[src/rtl/div_iter.sv]
// div_iter: multi-cycle signed integer divider, one quotient bit per clock.
// Restoring division on operand magnitudes, then a sign-fix step. The
// quotient truncates toward zero and the remainder takes the dividend's sign.
//
// Optional feature macro: DIV_REMAINDER_EN adds the data_remainder output.
//
// Ports:
//   clock          rising-edge clock
//   reset          async active-low reset; forces idle and clears all outputs
//   ctrl_DIV       start pulse, sampled only while idle
//   data_operandA  dividend (two's complement), captured on accepted start
//   data_operandB  divisor (two's complement), captured on accepted start
//   data_result    signed quotient, held until the next result is produced
//   data_remainder signed remainder (DIV_REMAINDER_EN only)
//   data_exception divide-by-zero or MIN/-1 overflow, valid with data_resultRDY
//   data_resultRDY one-cycle done pulse
//   busy           high from accepted start until data_resultRDY rises
module div_iter #(
  parameter int unsigned WIDTH = 32
) (
  input  logic             clock,
  input  logic             reset,
  input  logic             ctrl_DIV,
  input  logic [WIDTH-1:0] data_operandA,
  input  logic [WIDTH-1:0] data_operandB,
  output logic [WIDTH-1:0] data_result,
`ifdef DIV_REMAINDER_EN
  output logic [WIDTH-1:0] data_remainder,
`endif
  output logic             data_exception,
  output logic             data_resultRDY,
  output logic             busy
);

  localparam int unsigned CNT_W = $clog2(WIDTH) + 1;

  typedef enum logic [1:0] {
    IDLE = 2'd0,
    ITER = 2'd1,
    FIX  = 2'd2,
    DONE = 2'd3
  } state_t;

  state_t           state, state_n;
  logic [WIDTH-1:0] quo, quo_n;
  logic [WIDTH-1:0] rem, rem_n;
  logic [WIDTH-1:0] abs_b, abs_b_n;
  logic [CNT_W-1:0] cnt, cnt_n;
  logic             sign_q, sign_q_n;
  logic             exc_pend, exc_pend_n;
  logic [WIDTH-1:0] result_n;
  logic             exception_n;
  logic             rdy_n;
  logic             busy_n;
`ifdef DIV_REMAINDER_EN
  logic             sign_r, sign_r_n;
  logic [WIDTH-1:0] remainder_n;
`endif

  // Operand magnitudes; |MIN| comes out as the unsigned value 2^(WIDTH-1).
  logic [WIDTH-1:0] abs_a_in, abs_b_in;
  logic             a_is_min, b_is_zero, b_is_neg1;

  assign abs_a_in  = data_operandA[WIDTH-1] ? -data_operandA : data_operandA;
  assign abs_b_in  = data_operandB[WIDTH-1] ? -data_operandB : data_operandB;
  assign a_is_min  = (data_operandA == {1'b1, {(WIDTH-1){1'b0}}});
  assign b_is_zero = (data_operandB == '0);
  assign b_is_neg1 = &data_operandB;

  // Trial subtract, WIDTH+1 bits wide. rem always stays below |B| <= 2^(WIDTH-1),
  // so {rem, next dividend bit} fits and trial[WIDTH] is a true borrow.
  logic [WIDTH:0]   trial;
  logic [WIDTH-1:0] rem_sh;

  assign rem_sh = {rem[WIDTH-2:0], quo[WIDTH-1]};
  assign trial  = {rem, quo[WIDTH-1]} - {1'b0, abs_b};

  // Next-state and datapath/output next values.
  always_comb begin
    state_n     = state;
    quo_n       = quo;
    rem_n       = rem;
    abs_b_n     = abs_b;
    cnt_n       = cnt;
    sign_q_n    = sign_q;
    exc_pend_n  = exc_pend;
    result_n    = data_result;
    exception_n = data_exception;
    rdy_n       = 1'b0;
    busy_n      = 1'b0;
`ifdef DIV_REMAINDER_EN
    sign_r_n    = sign_r;
    remainder_n = data_remainder;
`endif

    unique case (state)
      IDLE: begin
        if (ctrl_DIV) begin
          sign_q_n    = data_operandA[WIDTH-1] ^ data_operandB[WIDTH-1];
`ifdef DIV_REMAINDER_EN
          sign_r_n    = data_operandA[WIDTH-1];
`endif
          abs_b_n     = abs_b_in;
          rem_n       = '0;
          cnt_n       = CNT_W'(WIDTH);
          exception_n = 1'b0;
          busy_n      = 1'b1;
          // Exceptions skip the iterations but still pass through FIX, which
          // produces result 0 (B==0) or MIN (MIN/-1 has sign_q=0, q=|MIN|).
          if (b_is_zero) begin
            quo_n      = '0;
            exc_pend_n = 1'b1;
            state_n    = FIX;
          end else if (a_is_min && b_is_neg1) begin
            quo_n      = abs_a_in;
            exc_pend_n = 1'b1;
            state_n    = FIX;
          end else begin
            quo_n      = abs_a_in;
            exc_pend_n = 1'b0;
            state_n    = ITER;
          end
        end
      end

      ITER: begin
        busy_n = 1'b1;
        if (!trial[WIDTH]) begin
          rem_n = trial[WIDTH-1:0];
          quo_n = {quo[WIDTH-2:0], 1'b1};
        end else begin
          rem_n = rem_sh;
          quo_n = {quo[WIDTH-2:0], 1'b0};
        end
        cnt_n = cnt - CNT_W'(1);
        if (cnt == CNT_W'(1)) begin
          state_n = FIX;
        end
      end

      FIX: begin
        result_n    = sign_q ? -quo : quo;
`ifdef DIV_REMAINDER_EN
        remainder_n = sign_r ? -rem : rem;
`endif
        exception_n = exc_pend;
        rdy_n       = 1'b1;
        state_n     = DONE;
      end

      DONE: begin
        state_n = IDLE;
      end

      default: begin
        state_n = IDLE;
      end
    endcase
  end

  // State, datapath and registered outputs.
  always_ff @(posedge clock or negedge reset) begin
    if (!reset) begin
      state          <= IDLE;
      quo            <= '0;
      rem            <= '0;
      abs_b          <= '0;
      cnt            <= '0;
      sign_q         <= 1'b0;
      exc_pend       <= 1'b0;
      data_result    <= '0;
      data_exception <= 1'b0;
      data_resultRDY <= 1'b0;
      busy           <= 1'b0;
`ifdef DIV_REMAINDER_EN
      sign_r         <= 1'b0;
      data_remainder <= '0;
`endif
    end else begin
      state          <= state_n;
      quo            <= quo_n;
      rem            <= rem_n;
      abs_b          <= abs_b_n;
      cnt            <= cnt_n;
      sign_q         <= sign_q_n;
      exc_pend       <= exc_pend_n;
      data_result    <= result_n;
      data_exception <= exception_n;
      data_resultRDY <= rdy_n;
      busy           <= busy_n;
`ifdef DIV_REMAINDER_EN
      sign_r         <= sign_r_n;
      data_remainder <= remainder_n;
`endif
    end
  end

endmodule

[config.mk]
export PLATFORM = sky130hd
export DESIGN_NAME = div_iter
export DESIGN_NICKNAME = d
export VERILOG_FILES = /design/src/rtl/div_iter.sv
export SDC_FILE = /design/constraint.sdc
export NUM_CORES = 1
export LEC_CHECK = 0
export CELL_PAD_IN_SITES_DETAIL_PLACEMENT = 0
export CELL_PAD_IN_SITES_GLOBAL_PLACEMENT = 2
export CORE_MARGIN = 1.5
export CORE_UTILIZATION = 36
export CTS_BUF_LIST = sky130_fd_sc_hd__clkbuf_8
export CTS_CLUSTER_DIAMETER = 150
export DETAILED_ROUTE_END_ITERATION = 8
export GPL_TIMING_DRIVEN = 0
export HOLD_SLACK_MARGIN = 0.02
export PLACE_DENSITY_LB_ADDON = 0.1
export RECOVER_POWER = 50
export SYNTH_ARGS = -nofsm -noshare
export SYNTH_HDL_FRONTEND = slang
export SYNTH_SLANG_ARGS = --single-unit
[constraint.sdc]
create_clock -name clock -period 4.2 [get_ports clock]
set_input_delay 0.63 -clock clock [delete_from_list [all_inputs] [get_ports clock]]
set_output_delay 0.63 -clock clock [all_outputs]
set_load 0.005 [all_outputs]
==> metrics list <==
* Outcome: complete, but fails checks
- Failing checks: DRC, capacitance limit, slew limit
- At the end of the flow, the number of nets in the layout was 1359.
- Slack of the critical path: 390 ps
- The total count of hold-check failures in the final report was 0.
- Startpoint type of the worst setup path: flip-flop
- The number of global-route vias before repair was 8087.
* First drt pass iteration count: 7
- Part of the power in the clock network: 0.153
- Worst slack at placement: roughly 260 ps
* Core Footprint: 0.0262 mm^2
- Final ANT Viol Nets: 0
* Number of flops mapped to enable cells by yosys: 0
- Cell variety after synth: 63
- Of all nets on the critical path, the largest fanout is 10.
- Cells on worst reg2reg path: 14
* First-pass GRT wire length: 47100 um
- Summing every instance area after synthesis gives slightly below 0.01 mm^2.
* Final hold slack: 487 ps
- During I/O placement, the number of pins put on the boundary was 102.
- Count of vias placed by the detailed router: approximately 8600
* Cell type with the highest occurrence count on the critical path: inv_1
- Counting buffers and inverters, the worst setup path is 14 cells deep.
- Die outline area: 0.0278 mm^2
* Arr. time, crit path: 4120 ps
- Clock sink count: 141
* Combined global-route utilization of all metal layers: 0.217
* Max-Cap Viols: 1
- Data required time at the worst endpoint: 4510 ps
- Critical Path Slowest Stage Cell: dfrtp_1
- Antenna Cells: 0
- Global-route congestion overflow total: 0
- Relative to the synthesized area, the layout overhead comes to 19.5%.
* Port-buffer cells: 100
- The worst register-to-register path begins at quo[31].
- The share of the Yosys chip area taken by registers is 0.366.
- Of the total power, registers draw 0.312.
* Synthesized instance count: 1130
* Switching Share: 0.465
- Clock latency at the later pin of the worst-skew pair: 450 ps
* Placer congestion estimate: 0.829
- The die is 167 um wide.
- Fin Clk Skew: between 15 and 20 ps
* Maximum frequency from static timing analysis: approximately 260 MHz
- Entering global routing, the biggest net connects 82 pins.
* Placed wire-length estimate: between 20000 and 25000 um
- VDD sags by at most 0.000255 V.
- The detailed router finished its first iteration with 514 violations.
* Worst R2R End: rem[13]
- Capturing element of the worst setup path: rem[13]
* Initial antenna violation count: 0
- Number of setup violations in the final report: 0
- Internal power component: approximately 4.3 mW
* Class of the worst hold path: flip-flop to flip-flop
- Final Slew Violations: 61
- Of the available clock period, the critical path in the final layout requires 0.907.
* Vias per inst: 5.35
- H-tree lvl count: 4
* Num CTS Buffers: 17
- Clock tree from TritonCTS: built
- Total nets after synthesis: 1239
- Instance count along the most critical hold path: 2
* Element type at the critical path end: flip-flop
- RSZ-0062 raised after global routing: false
- Static leakage power: 4.94 nW
- Power per Cell Area: slightly below 700 mW/mm^2
- The root buffer cell chosen for the clock tree is clkbuf_8.
- The worst path in the final design needs a cycle of 3810 ps, including I/O delays and setup.
- In the routed design, unresolved DRC markers number 5.
- The critical path goes through inv_1 > ha_1 > inv_1 > fa_1 > a211oi_1 > o21ai_0 > o211ai_1 > nand4_1 > a21o_1 > nand3_1 > buf_2 > clkbuf_4 > mux2i_1 > o22ai_1.
* Worst setup path class: flip-flop to flip-flop
- The die is 167 um tall.
* Syn. warnings: 0
* Net switching power: 3.73 mW
* Gate power share: 0.535
* Actual transition at the worst max-transition pin: 3490 ps
- The most used flip-flop cell after synthesis is dfrtp_1.
- Fraction of layout instances using a drive strength above 1: 0.0499
- In this run the worst setup path begins at quo[31].
- Sum of negative setup slack: 0 ps
* Starting Density: 0.368
* Overall routed net length: 29600 um
- Mean post-synth cell area: 8.54 um^2
* Share of async-settable or async-resettable flops after synthesis: 1.00
- The setup check on the worst reg-to-reg path leaves a slack of 390 ps.
- Worst-path clk slew: 90 ps
* Relative slew margins: -1.32
- The clock passes through at most 2 buffers.
- For this run, the slowest stage of the critical path takes 430 ps.
- After synthesis the netlist holds a flip-flop and latch count of 141.
* Std cell rows: 59
- Buffering stage count on the worst path with inverters included: 4
* Cell family with the largest share of critical-path delay: compound AO/OA/AOI/OAI gates
- Average wire per standard cell: 18.5 um
[cell usage in the layout, fill, tap and decap left out, types with 41 or more instances in the layout]
master             n
clkbuf_1          56
xor2_1            86
clkdlybuf4s50_1   85
a21oi_1           85
ha_1              41
nand2_1          122
nor2_1            78
dfrtp_1          141
o21ai_0          118
inv_1             48
[timing repair]
item	in CTS	in global routing
hold buffers	0	0
setup buffers	0	0
gates resized for setup	0	2
setup endpoints to repair	0	8
[how the worst min path moves through the flow]
stage	slack, ps	start	endpoint
after floorplan	330	reset	abs_b[0]
after CTS	150	reset	rem[9]
after global placement	460	abs_b[17]	abs_b[17]
after global routing	500	abs_b[29]	abs_b[29]
final	490	abs_b[10]	abs_b[10]
after detailed placement	470	abs_b[16]	abs_b[16]
[tightest hold or removal path, cell delays in order (launching register included)]
cell and delay (ps):
dfrtp_1 350, nand2_1 50, o21ai_0 60
[area by class of cell]
type / count / area (um^2)
tap: 335 / 419
clock buffer: 18 / 248
clock inverter: 14 / 180
inverter: 48 / 180
timing repair buffer: 101 / 1020
multi-input combinational: 878 / 5700
sequential: 141 / 3530
buffer: 63 / 246
fill: 2693 / 14700
[power by group through the flow]
stage	combinational [mW]	clock [mW]	sequential [mW]
after floorplan	2.92	0	2.33
after global placement	4.26	0	2.52
after detailed placement	4.29	0	2.53
after CTS	4.32	1.26	2.50
after global routing	4.81	1.31	2.59
final	4.29	1.23	2.50
[synthesized netlist by cell type, types with 15 or more instances]
cell        n  share of area
o21ai_0   118          0.061
a21oi_1    85          0.044
nand3_1    21          0.011
nor3_1     39          0.020
inv_1      48          0.019
clkbuf_1   55          0.021
mux2i_1    28          0.029
ha_1       41          0.053
o41ai_1    15          0.014
nor2_1     78          0.030
xnor2_1    36          0.033
o31ai_1    26          0.020
xor2_1     86          0.078
nand4_1    16          0.010
dfrtp_1   141           0.37
nand2_1   122          0.047
[state kept, by name (all words and copies together), names as in the netlist]
signal and count:
abs_b 32, data_result 32, quo 32, rem 32
cnt 6, state 2, busy 1, data_exception 1
data_resultRDY 1, exc_pend 1, sign_q 1
[logic make-up after synthesis]
logic type               synth area share
AND/OR/NAND/NOR                     0.177
AO/OA/AOI/OAI                       0.211
flip-flops                          0.366
multiplexers                       0.0361
buffers and inverters              0.0440
adder cells (fa/ha/maj)            0.0552
XOR/XNOR                            0.111
[metrics by stage]
stage | utilization | cell area [um^2] | power, mW | std cells
global placement | 0.422 | 11100 | 6.78 | 1565
detailed placement | 0.423 | 11100 | 6.82 | 1566
finish | 0.440 | 11500 | 8.02 | 1598
global route | 0.440 | 11500 | 8.71 | 1598
CTS | 0.440 | 11500 | 8.08 | 1598
floorplan | - | 9650 | 5.25 | 1130
[metal layers]
layer | share of wire | vias to the layer above | track usage
li1 | - | 4306 | -
met1 | 0.56 | 4017 | 0.366
met2 | 0.39 | 213 | 0.286
met3 | 0.043 | 18 | 0.0271
met4 | 0.0084 | 0 | 0.0431
met5 | 0 | - | 0
No activity file was read; power rests on OpenSTA's default activity.
